[config.mk]
export PLATFORM = sky130hd
export DESIGN_NAME = fb_port_arbiter
export DESIGN_NICKNAME = d
export VERILOG_FILES = /design/src/rtl/fb_port_arbiter.sv
export SDC_FILE = /design/constraint.sdc
export NUM_CORES = 1
export LEC_CHECK = 0
export CORE_MARGIN = 4
export CORE_UTILIZATION = 47
export CTS_CLUSTER_DIAMETER = 40
export DETAILED_ROUTE_END_ITERATION = 16
export PLACE_DENSITY_LB_ADDON = 0.25
export SLEW_MARGIN = 20
export SYNTH_ARGS = -nofsm -noshare
export SYNTH_HDL_FRONTEND = slang
export SYNTH_SLANG_ARGS = --single-unit
[constraint.sdc]
create_clock -name clk -period 1.6 [get_ports clk]
set_input_delay 0.32 -clock clk [delete_from_list [all_inputs] [get_ports clk]]
set_output_delay 0.32 -clock clk [all_outputs]
set_load 0.1 [all_outputs]
[src/rtl/fb_port_arbiter.sv]
// Two-client read-port arbiter for the frame-buffer RAM: VGA scan-out has priority,
// the serial dump reader is guaranteed a grant after STARVE_MAX denied cycles.
module fb_port_arbiter #(
  parameter int DATA_WIDTH   = 8,
  parameter int ADDR_BITS    = 22,
  parameter int READ_LATENCY = 1,
  parameter int STARVE_MAX   = 16
) (
  input  logic                  clk,
  input  logic                  rst,
  input  logic                  vga_req,
  input  logic [ADDR_BITS-1:0]  vga_addr,
  output logic                  vga_gnt,
  output logic                  vga_rvalid,
  output logic [DATA_WIDTH-1:0] vga_rdata,
  output logic                  vga_miss,
  input  logic                  ser_req,
  input  logic [ADDR_BITS-1:0]  ser_addr,
  output logic                  ser_gnt,
  output logic                  ser_rvalid,
  output logic [DATA_WIDTH-1:0] ser_rdata,
  output logic                  ram_re,
  output logic [ADDR_BITS-1:0]  ram_addr,
  input  logic [DATA_WIDTH-1:0] ram_rdata
);

  localparam int CNT_W = $clog2(STARVE_MAX + 1);
  localparam logic [CNT_W-1:0] STARVE_LIMIT = CNT_W'(STARVE_MAX);

  typedef enum logic [1:0] {
    ST_IDLE,
    ST_VGA,
    ST_SER
  } owner_t;

  owner_t                  state;
  logic [CNT_W-1:0]        starve_cnt;
  logic                    forced;
  logic                    any_gnt;
  logic                    ram_owner;
  logic [READ_LATENCY-1:0] tag_valid;
  logic [READ_LATENCY-1:0] tag_owner;
  logic [DATA_WIDTH-1:0]   vga_hold;
  logic [DATA_WIDTH-1:0]   ser_hold;

  // Grants are combinational so a requester sees acceptance in the same cycle.
  always_comb begin
    forced   = ser_req && (starve_cnt == STARVE_LIMIT);
    ser_gnt  = rst && ser_req && (forced || !vga_req);
    vga_gnt  = rst && vga_req && !forced;
    vga_miss = rst && vga_req && forced;
    any_gnt  = vga_gnt || ser_gnt;
  end

  always_ff @(posedge clk or negedge rst) begin
    if (!rst) begin
      starve_cnt <= '0;
    end else if (!ser_req || ser_gnt) begin
      starve_cnt <= '0;
    end else if (starve_cnt != STARVE_LIMIT) begin
      starve_cnt <= starve_cnt + 1'b1;
    end
  end

  always_ff @(posedge clk or negedge rst) begin
    if (!rst) begin
      ram_re    <= 1'b0;
      ram_addr  <= '0;
      ram_owner <= 1'b0;
      state     <= ST_IDLE;
    end else begin
      ram_re <= any_gnt;
      if (ser_gnt) begin
        ram_addr  <= ser_addr;
        ram_owner <= 1'b1;
        state     <= ST_SER;
      end else if (vga_gnt) begin
        ram_addr  <= vga_addr;
        ram_owner <= 1'b0;
        state     <= ST_VGA;
      end else begin
        state <= ST_IDLE;
      end
    end
  end

  // Tag pipe tracks the owner of each issued read until its RAM data arrives.
  always_ff @(posedge clk or negedge rst) begin
    if (!rst) begin
      tag_valid <= '0;
      tag_owner <= '0;
    end else begin
      for (int k = READ_LATENCY - 1; k > 0; k--) begin
        tag_valid[k] <= tag_valid[k-1];
        tag_owner[k] <= tag_owner[k-1];
      end
      tag_valid[0] <= ram_re;
      tag_owner[0] <= ram_owner;
    end
  end

  always_comb begin
    vga_rvalid = tag_valid[READ_LATENCY-1] && !tag_owner[READ_LATENCY-1];
    ser_rvalid = tag_valid[READ_LATENCY-1] &&  tag_owner[READ_LATENCY-1];
    vga_rdata  = vga_rvalid ? ram_rdata : vga_hold;
    ser_rdata  = ser_rvalid ? ram_rdata : ser_hold;
  end

  always_ff @(posedge clk or negedge rst) begin
    if (!rst) begin
      vga_hold <= '0;
      ser_hold <= '0;
    end else begin
      if (vga_rvalid) vga_hold <= ram_rdata;
      if (ser_rvalid) ser_hold <= ram_rdata;
    end
  end

  // The debug owner state must always agree with the issued read enable.
  a_state_matches_re: assert property (@(posedge clk) disable iff (!rst)
    (state == ST_IDLE) == !ram_re);

  a_single_grant: assert property (@(posedge clk) disable iff (!rst)
    !(vga_gnt && ser_gnt));

endmodule
==> results of run 1 <==
==> layout make-up <==
| class | instances | area, um^2 | share of cell area (%) |
|---|---|---|---|
| Clock buffer | 5 | 68.8 | 1.34 |
| Clock inverter | 3 | 46.3 | 0.898 |
| Inverter | 5 | 21.3 | 0.413 |
| Multi-Input combinational cell | 182 | 1950 | 37.8 |
| Sequential cell | 47 | 1180 | 22.8 |
| Tap cell | 77 | 96.3 | 1.87 |
| Timing Repair Buffer | 140 | 1800 | 34.8 |
==> cell usage in the layout (no fill, tap or decap), types with 3 or more instances in the layout <==
master and n:
buf_12 46, buf_4 34, buf_6 3, clkbuf_8 5
clkdlybuf4s50_1 53, dfrtp_1 46, mux2_4 16, nand3_1 5
nand4bb_1 22, nor3_1 4, nor3_2 58, nor3_4 5
o221ai_1 5, o221ai_2 17, or2_1 5, or2_2 17
==> registers in the layout, summed over array words and instances (netlist names) <==
register	count
ram_addr	22
ram_owner	1
tag_valid	1
starve_cnt	5
tag_owner	1
vga_hold	8
ram_re	1
ser_hold	8
==> repair_timing <==
item / CTS / global route
pin swaps: 1 / 1
hold endpoints to repair: 2 / 0
hold buffers: 1 / 0
endpoints found under the setup margin: 20 / 34
resized for setup: 16 / 23
gates cloned: 0 / 2
setup buffers: 5 / 9
==> Yosys cell counts <==
cell / count
nor2_1: 3
o221ai_2: 17
nand4bb_1: 22
or2_1: 5
nor3_2: 59
nor2b_1: 1
o21ai_0: 1
nor3_1: 8
nand2_8: 1
dfrtp_1: 47
a21o_1: 1
o21a_1: 1
inv_1: 5
o21a_4: 1
buf_6: 10
nand2_1: 1
nand4_1: 1
nand3b_1: 1
buf_2: 4
o211a_1: 1
nand4bb_4: 1
o211ai_1: 1
xor2_1: 2
nand2b_1: 2
ha_1: 2
buf_4: 3
a31oi_1: 1
a21oi_1: 3
nand2_4: 1
buf_12: 3
clkbuf_1: 5
mux2_2: 16
and4bb_4: 1
or2_2: 17
nand3_1: 5
o221ai_1: 5
==> kinds of logic after synthesis <==
group                    after synthesis
multiplexers                          16
XOR/XNOR                               2
flip-flops                            47
AO/OA/AOI/OAI                         32
adder cells (fa/ha/maj)                2
AND/OR/NAND/NOR                      129
buffers and inverters                 30
==> routing by layer <==
| layer | up-vias | wire, um | track usage (%) |
|---|---|---|---|
| li1 | 1223 | - | - |
| met1 | 1271 | 3720 | 26.0 |
| met2 | 77 | 4520 | 35.6 |
| met3 | 16 | 315 | 3.50 |
| met4 | 0 | 214 | 5.61 |
| met5 | - | 0 | 0 |
==> worst reg2reg max path: stages, from the launching register on <==
cell and delay [ps]:
dfrtp_1 400, inv_2 80, ha_4 140, nand4bb_4 180, buf_4 180, buf_4 140, buf_8 160, a31oi_2 230
nor2_1 80
==> stage by stage <==
step / setup WS, ps / TNS, ps / hold slack [ps] / util, % / std cells
after floorplan: -230 / -405 / 24.4 / - / 258
after global placement: -146 / -2860 / 175 / 73.2 / 434
after global routing: -324 / -6030 / 91.9 / 79.8 / 459
final: -253 / -4110 / 83.1 / 79.8 / 459
after CTS: -275 / -3440 / 80.8 / 76.7 / 448
after detailed placement: -156 / -3360 / 177 / 73.2 / 434
==> worst paths after layout <==
check | cells after the start | endpoint | startpoint
max in group asynchronous | 3 | tag_valid | rst
setup reg to reg | 8 | starve_cnt[4] | starve_cnt[0]
min in group clk | 0 | tag_owner | ram_owner
setup / recovery | 5 | ser_gnt | starve_cnt[0]
hold / removal | 2 | ram_addr[19] | rst
hold reg to reg | 0 | tag_owner | ram_owner
==> power groups by stage <==
stage	combinational [mW]	sequential, mW	clock, mW
2_1_floorplan	1.37	2.11	0
3_3_place_gp	3.13	1.54	0
3_5_place_dp	3.16	1.55	0
4_1_cts	3.24	1.54	0.923
5_1_grt	3.44	1.57	0.981
6_report	3.34	1.55	0.895
==> results.ini, run 1 <==
[synthesis]
synth_top_family_by_area = simple AND/OR/NAND/NOR gates
netlist.area_leader.share_pct = 36.9
syn_area_per_cell_um2 = 12.4
synthCells = 258
yosys_warnings = 0
synth_nets = 316
synth_xor_area_share_pct = 0.549
synth_seq_cells = 47
yosysTopAreaCell = dfrtp_1
synthAdderAreaFrac_pct = 0.785
seq_area_frac_synth_pct = 36.9
synth-compound-area-share_pct = 11.7
synthTopCellsByArea = dfrtp_1 37%, nor3_2 19%, o221ai_2 8.0%
synth-simple-area-share_pct = 36.5
ys_types = 36
synthMuxAreaShare_pct = 5.65
syn_area_mm2 = 0.00319

[pwr]
ir_worst_vdd_uv = 549
p_per_area_mw_per_mm2 = 1120
p_clk_share_pct = 15.5
power.switching_mw = 2.61
p_int_mw = 3.18
pwr-share-seq_pct = 26.8
comb_power_share_pct = 57.7
leakagePower_nw = 2.10
p_total_mw = 5.79
p_sw_share_pct = 45.1

[placement]
dp_hpwl_um = 6140
portBuffers = 99
place_area_mm2 = 0.00473
place_congestion = 0.783

[timing]
worst_pin_slew_ps = 411
setup_viol = 25
fmax_mhz = 540
min_period_ps = 1850
clock_skew_ps = 6.08
slew_violations = 0
worst_slack_ps = -253
hold_violations = 0
max_slew_margin_pct = 72.6
rsz0062_at_grt = true
period_share_pct = 116

[setup_path]
crit_required_ps = 1280
crit_family = flip-flops
crit_path_end_kind = output port
cp_cell_sequence = inv_2 > ha_4 > nand4bb_4 > a21oi_4 > buf_12
worst_setup_path_start_kind = register
max_stage_delay_ps = 400
crit_type = reg2out
arrival_ps = 1530
crit_slowest_cell = dfrtp_1
crit_fanout = 4
path_buf_inv = 2
rrSetupSlack_ps = -110

[floorplanning]
die_area_mm2 = 0.00816
fp-row-count = 29
start_util_pct = 49.4
fp.dieW_um = 90.4
ioPinCount = 100
die_h_um = 90.4
core_mm2 = 0.00646

[clock_network]
clk_latency_ps = 300
cts_tree = built
numClockSinks = 47
numCtsBuffers = 5
root_buffer = clkbuf_8
cts.htree.levels = 2
clk_path_buf_depth = 2
clk_pin_slew_ps = 90

[global_route]
grt_max_degree = 27
grt_usage_pct = 20.4
grt_pass1_wl_um = 13700
grt_antenna_before_repair = 0
overflow = 0
grt_pass1_vias = 2607

[status]
violations = setup timing
status = finished with violations

[drt]
drc = 0
drt_iter0_drc = 100
ant_nets = 0
drt_wl_total_um = 8780
vias = 2587
drt-vias-per-instance = 5.64
first_pass_iters = 4
wire_per_inst_um = 19.1

[layout]
area_growth_pct = 61.7
diodes = 0
drive_gt1_share_pct = 58.6
layout.nets = 439
fillCellCount = 368
final_cell_area_mm2 = 0.00515

[flow_run]
max-cap-violations = 0

[min_path]
min_path_type = in2async

Power figures use the tool's default switching activity.
==> inputs of run 2 (changes only) <==
Settings changed: CELL_PAD_IN_SITES_DETAIL_PLACEMENT set to 1, CELL_PAD_IN_SITES_GLOBAL_PLACEMENT set to 1, CORE_UTILIZATION 47 to 37.
==> run 2 against run 1 <==
The run still ends with setup timing left. Combinational power grew 2%. Total power decreased by 1.8%. Clock skew is 6.4 ps higher. Clock power shrank 19%. Critical path type unchanged. Largest power group unchanged.
==> results.ini, run 2 (same netlist as run 1, synthesis figures left out) <==
[timing]
worst_slack_ps = -314  ; was -253 ps
rsz0062_at_grt = true  ; unchanged
hold_violations = 0  ; unchanged
min_period_ps = 1910  ; was 1850 ps
slew_violations = 0  ; unchanged
setup_viol = 39  ; was 25
fmax_mhz = 522  ; was 540 MHz
max_slew_margin_pct = 72.2  ; was 72.6%
clock_skew_ps = 12.5  ; was 6.08 ps
period_share_pct = 120  ; was 116%
worst_pin_slew_ps = 417  ; was 411 ps

[global_route]
grt_pass1_vias = 2904  ; was 2607
grt_antenna_before_repair = 0  ; unchanged
overflow = 0  ; unchanged
grt_pass1_wl_um = 15900  ; was 13700 um
grt_max_degree = 53  ; was 27
grt_usage_pct = 19.9  ; was 20.4%

[setup_path]
crit_fanout = 3  ; was 4
crit_type = reg2out  ; unchanged
rrSetupSlack_ps = -130  ; was -110 ps
worst_setup_path_start_kind = register  ; unchanged
cp-startpoint = starve_cnt[0]  ; unchanged
crit_path_end = vga_miss  ; was ser_gnt
reg2reg_from = starve_cnt[0]  ; unchanged
arrival_ps = 1590  ; was 1530 ps
r2r_end = starve_cnt[0]  ; was starve_cnt[4]
reg2reg_depth = 8  ; unchanged
crit_path_end_kind = output port  ; unchanged
crit_required_ps = 1280  ; about the same

[drt]
drt_iter0_drc = 73  ; was 100
drc = 0  ; unchanged
ant_nets = 0  ; unchanged
drt-vias-per-instance = 5.56  ; was 5.64
wire_per_inst_um = 21.9  ; was 19.1 um
drt_wl_total_um = 10700  ; was 8780 um
vias = 2724  ; was 2587
first_pass_iters = 4  ; unchanged

[status]
violations = setup timing  ; unchanged
status = finished with violations  ; unchanged

[clock_network]
clk_path_buf_depth = 2  ; unchanged
clk_latency_ps = 310  ; was 300 ps
cts.htree.levels = 2  ; unchanged
numClockSinks = 47  ; unchanged
cts_tree = built  ; unchanged
root_buffer = clkbuf_8  ; unchanged
clk_pin_slew_ps = 100  ; was 90 ps
numCtsBuffers = 5  ; unchanged

[placement]
dp_hpwl_um = 6890  ; was 6140 um
dpl_worst_slack_ps = -216  ; was -156 ps
portBuffers = 99  ; unchanged
place_area_mm2 = 0.00480  ; was 0.00473 mm^2
place_congestion = 0.787  ; was 0.783
dp.cells = 460  ; was 434

[floorplanning]
die_area_mm2 = 0.0102  ; was 0.00816 mm^2
start_util_pct = 38.4  ; was 49.4%
die_h_um = 101  ; was 90.4 um
fp.dieW_um = 101  ; was 90.4 um
core_mm2 = 0.00830  ; was 0.00646 mm^2
fp-row-count = 33  ; was 29
ioPinCount = 100  ; unchanged

[pwr]
ir_worst_vdd_uv = 425  ; was 549 uV
p_total_mw = 5.69  ; was 5.79 mW
p_per_area_mw_per_mm2 = 1060  ; was 1120 mW/mm^2
leakagePower_nw = 2.21  ; was 2.10 nW

[flow_run]
max-cap-violations = 0  ; unchanged

[min_path]
min_path_type = in2async  ; unchanged

[layout]
post_layout_nonfiller_instances = 490  ; was 459
largestRegisters = ram_addr (22), ser_hold (8), vga_hold (8)  ; unchanged
mostFrequentLayoutCells = 53 x clkdlybuf4s50_1, 52 x buf_12, 50 x nor3_2  ; was 58 x nor3_2, 53 x clkdlybuf4s50_1, 46 x buf_12, 46 x dfrtp_1, 34 x buf_4
final_common_cell = clkdlybuf4s50_1  ; was nor3_2
largest_register_ffs = 22  ; unchanged
largest_register = ram_addr  ; unchanged
fin_util_pct = 64.5  ; was 79.8%
area_growth_pct = 67.8  ; was 61.7%
drive_gt1_share_pct = 58.7  ; was 58.6%
final_cell_area_mm2 = 0.00535  ; was 0.00515 mm^2
diodes = 0  ; unchanged
layout.nets = 442  ; was 439

[run 2: cell types whose count changed in the layout (fill, tap and decap cells not counted), moves of 2 or more]
cell	before	now
nor3_2	58	50
buf_12	46	52
nor3_4	5	14
buf_6	3	1
buf_4	34	31
clkbuf_1	0	2
clkbuf_16	1	3
[run 2: report_power, final]
group / internal [mW] / switching (mW) / total (mW)
combinational: 1.35 / 2.06 / 3.41
sequential: 1.39 / 0.167 / 1.55
clock: 0.308 / 0.419 / 0.727
total: 3.05 / 2.64 / 5.69
[run 2: timing repair]
item | 4_1_cts | 5_1_grt
setup endpoints to repair | 20 | 40
gates resized for setup | 30 | 19
hold buffers | 1 | 0
hold endpoints to repair | 3 | 0
buffers inserted | 11 | 7
pin swaps | 2 | 2
gates cloned | 1 | 4
[run 2: through the flow]
stage / setup TNS (ps) / hold WS [ps]
2_1_floorplan: -405 / 24.4
3_3_place_gp: -3650 / 214
4_1_cts: -4260 / 108
5_1_grt: -7290 / 137
6_report: -5200 / 125
3_5_place_dp: -4450 / 214
[run 2: worst min-delay path by stage]
stage / to / slack [ps] / depth (start not counted)
2_1_floorplan: ram_addr[0] / 20 / 0
3_3_place_gp: starve_cnt[2] / 210 / 1
3_5_place_dp: starve_cnt[2] / 210 / 1
4_1_cts: starve_cnt[3] / 110 / 2
5_1_grt: starve_cnt[3] / 140 / 2
6_report: starve_cnt[0] / 130 / 2
[run 2: worst max-delay path: stages (launching register included)]
cell and delay (ps):
dfrtp_1 430, inv_2 90, ha_4 150, nand4bb_4 170, buf_12 170, nor2_4 90
buf_12 180
[run 2: per-layer routing]
layer | vias up | global-route usage, % | wire, um
met2 | 75 | 36.3 | 5690
met3 | 20 | 2.84 | 513
li1 | 1234 | - | -
met4 | 0 | 5.60 | 229
met1 | 1395 | 24.2 | 4300
met5 | - | 0 | 0
[run 2: final cells by class]
| type | instances | area, um^2 |
|---|---|---|
| timing repair buffer | 143 | 1920 |
| clock inverter | 1 | 5.00 |
| fill | 804 | 2950 |
| sequential | 47 | 1180 |
| tap | 105 | 131 |
| multi-input combinational | 182 | 2020 |
| inverter | 5 | 18.8 |
| clock buffer | 7 | 76.3 |
==> inputs of run 3 (changes only) <==
Settings changed: REMOVE_ABC_BUFFERS set to 1.
==> run 3 against run 2 <==
The run still ends with setup timing left. Sequential share of layout area grew 0.44 points. Non-clock buffer count grew 3. Register-to-register slack gained 160 ps. Via count shrank 2.1%. Critical endpoint is now vga_gnt.
==> results.ini, run 3 (same netlist as run 1, synthesis figures left out) <==
[status]
status = finished with violations  ; unchanged
violations = setup timing  ; unchanged

[layout]
layout.nets = 445  ; was 442
mostFrequentLayoutCells = 58 x nor3_2, 52 x clkdlybuf4s50_1, 52 x buf_12  ; was 53 x clkdlybuf4s50_1, 52 x buf_12, 50 x nor3_2
largest_register = ram_addr  ; unchanged
area_growth_pct = 64.3  ; was 67.8%
drive_gt1_share_pct = 59.0  ; was 58.7%
largest_register_ffs = 22  ; unchanged
largestRegisters = ram_addr (22), ser_hold (8), vga_hold (8)  ; unchanged
fillCellCount = 798  ; was 804
multi_input_area_mm2 = 0.00191  ; was 0.00202 mm^2
final_common_cell = nor3_2  ; was clkdlybuf4s50_1
seqCellArea_mm2 = 0.00118  ; about the same
diodes = 0  ; unchanged

[floorplanning]
die_area_mm2 = 0.0102  ; unchanged
start_util_pct = 38.4  ; unchanged
fp.dieW_um = 101  ; unchanged
ioPinCount = 100  ; unchanged
die_h_um = 101  ; unchanged
core_mm2 = 0.00830  ; unchanged
fp-row-count = 33  ; unchanged

[timing]
setup_viol = 20  ; was 39
slew_violations = 0  ; unchanged
rsz0062_at_grt = true  ; unchanged
hold_violations = 0  ; unchanged
worst_pin_slew_ps = 421  ; was 417 ps
min_period_ps = 1870  ; was 1910 ps
fmax_mhz = 536  ; was 522 MHz
max_slew_margin_pct = 71.9  ; was 72.2%
hold_ws_ps = 99.6  ; was 125 ps
clock_skew_ps = 3.98  ; was 12.5 ps
worst_slack_ps = -266  ; was -314 ps
setup_tns_ps = -3850  ; was -5200 ps
period_share_pct = 117  ; was 120%

[global_route]
overflow = 0  ; unchanged
grt_pass1_wl_um = 15600  ; was 15900 um
grt_antenna_before_repair = 0  ; unchanged
grt_max_degree = 28  ; was 53
grt_pass1_vias = 3013  ; was 2904
grt_usage_pct = 19.2  ; was 19.9%

[pwr]
p_per_area_mw_per_mm2 = 1100  ; was 1060 mW/mm^2
ir_worst_vdd_uv = 427  ; was 425 uV
leakagePower_nw = 2.14  ; was 2.21 nW

[drt]
vias = 2668  ; was 2724
wire_per_inst_um = 20.4  ; was 21.9 um
first_pass_iters = 4  ; unchanged
ant_nets = 0  ; unchanged
drt-vias-per-instance = 5.41  ; was 5.56
drc = 0  ; unchanged
drt_iter0_drc = 68  ; was 73
met1_length_um = 4150  ; was 4300 um
drt_wl_total_um = 10100  ; was 10700 um
top_layer_used = met4  ; unchanged
wl_met3_um = 572  ; was 513 um
route.met2.wl_um = 5270  ; was 5690 um

[setup_path]
crit_required_ps = 1280  ; about the same
cp-startpoint = starve_cnt[0]  ; unchanged
reg2reg_depth = 8  ; unchanged
crit_path_end_kind = output port  ; unchanged
crit_fanout = 2  ; was 3
crit_type = reg2out  ; unchanged
arrival_ps = 1550  ; was 1590 ps
worst_setup_path_start_kind = register  ; unchanged
reg2reg_from = starve_cnt[0]  ; unchanged

[min_path]
min_path_type = in2async  ; unchanged

[clock_network]
clk_pin_slew_ps = 90  ; was 100 ps
clk_latency_ps = 300  ; was 310 ps
cts_tree = built  ; unchanged
numCtsBuffers = 5  ; unchanged
cts.htree.levels = 2  ; unchanged
root_buffer = clkbuf_8  ; unchanged
numClockSinks = 47  ; unchanged
clk_path_buf_depth = 2  ; unchanged

[placement]
dpl_worst_slack_ps = -248  ; was -216 ps
dp_hpwl_um = 7120  ; was 6890 um
place_congestion = 0.767  ; was 0.787
portBuffers = 99  ; unchanged

[flow_run]
max-cap-violations = 0  ; unchanged

run 3: cell count changes in the layout (fill, tap and decap cells not counted), moves of 3 or more:
cell	delta
nor3_2	+8
buf_4	+5
nor3_4	-11
nor3_1	+3
run 3: final cells by class:
| class | count | area share (%) |
|---|---|---|
| clock inverters | 2 | 0.311 |
| multi-input cells | 182 | 36.4 |
| flip-flops and latches | 47 | 22.5 |
| clock buffers | 6 | 1.58 |
| repair buffers | 146 | 36.3 |
| inverters | 5 | 0.406 |
| well taps | 105 | 2.51 |
run 3: power by group:
part	total [mW]	internal (mW)	switching (mW)
clock network	0.787	0.354	0.433
logic	3.40	1.36	2.04
registers	1.56	1.39	0.168
total	5.74	3.10	2.64
run 3: per-stage QoR:
| stage | total power [mW] | cells | utilization (%) | cell area (um^2) |
|---|---|---|---|---|
| floorplan | 3.40 | 233 | - | 2950 |
| global placement | 4.71 | 465 | 57.9 | 4810 |
| detailed placement | 4.77 | 465 | 57.9 | 4810 |
| CTS | 5.67 | 479 | 60.9 | 5050 |
| global route | 5.96 | 493 | 63.1 | 5240 |
| finish | 5.74 | 493 | 63.1 | 5240 |
run 3: routing by layer:
| layer | track usage [%] | vias up |
|---|---|---|
| li1 | - | 1233 |
| met1 | 24.2 | 1347 |
| met2 | 33.8 | 79 |
| met3 | 3.81 | 9 |
| met4 | 4.15 | 0 |
| met5 | 0 | - |
run 3: final timing paths:
check | endpoint | slack [ps]
hold / removal | starve_cnt[4] | 100
min in group clk | tag_owner | 400
max in group asynchronous | ram_addr[20] | 890
setup reg to reg | ram_addr[18] | 30
hold reg to reg | tag_owner | 400
setup / recovery | vga_gnt | -270
run 3: critical path: stages, from the launching register on:
cell	delay [ps]
dfrtp_1	380
inv_2	60
ha_4	170
and4bb_4	210
a21oi_2	130
buf_4	130
buf_12	160
run 3: timing repair:
action / CTS / global route
endpoints found under the hold margin: 2 / 0
endpoints found under the setup margin: 22 / 34
gates resized for setup: 31 / 16
hold buffers: 1 / 0
gates cloned: 1 / 1
pin swaps: 4 / 2
buffers inserted: 5 / 14
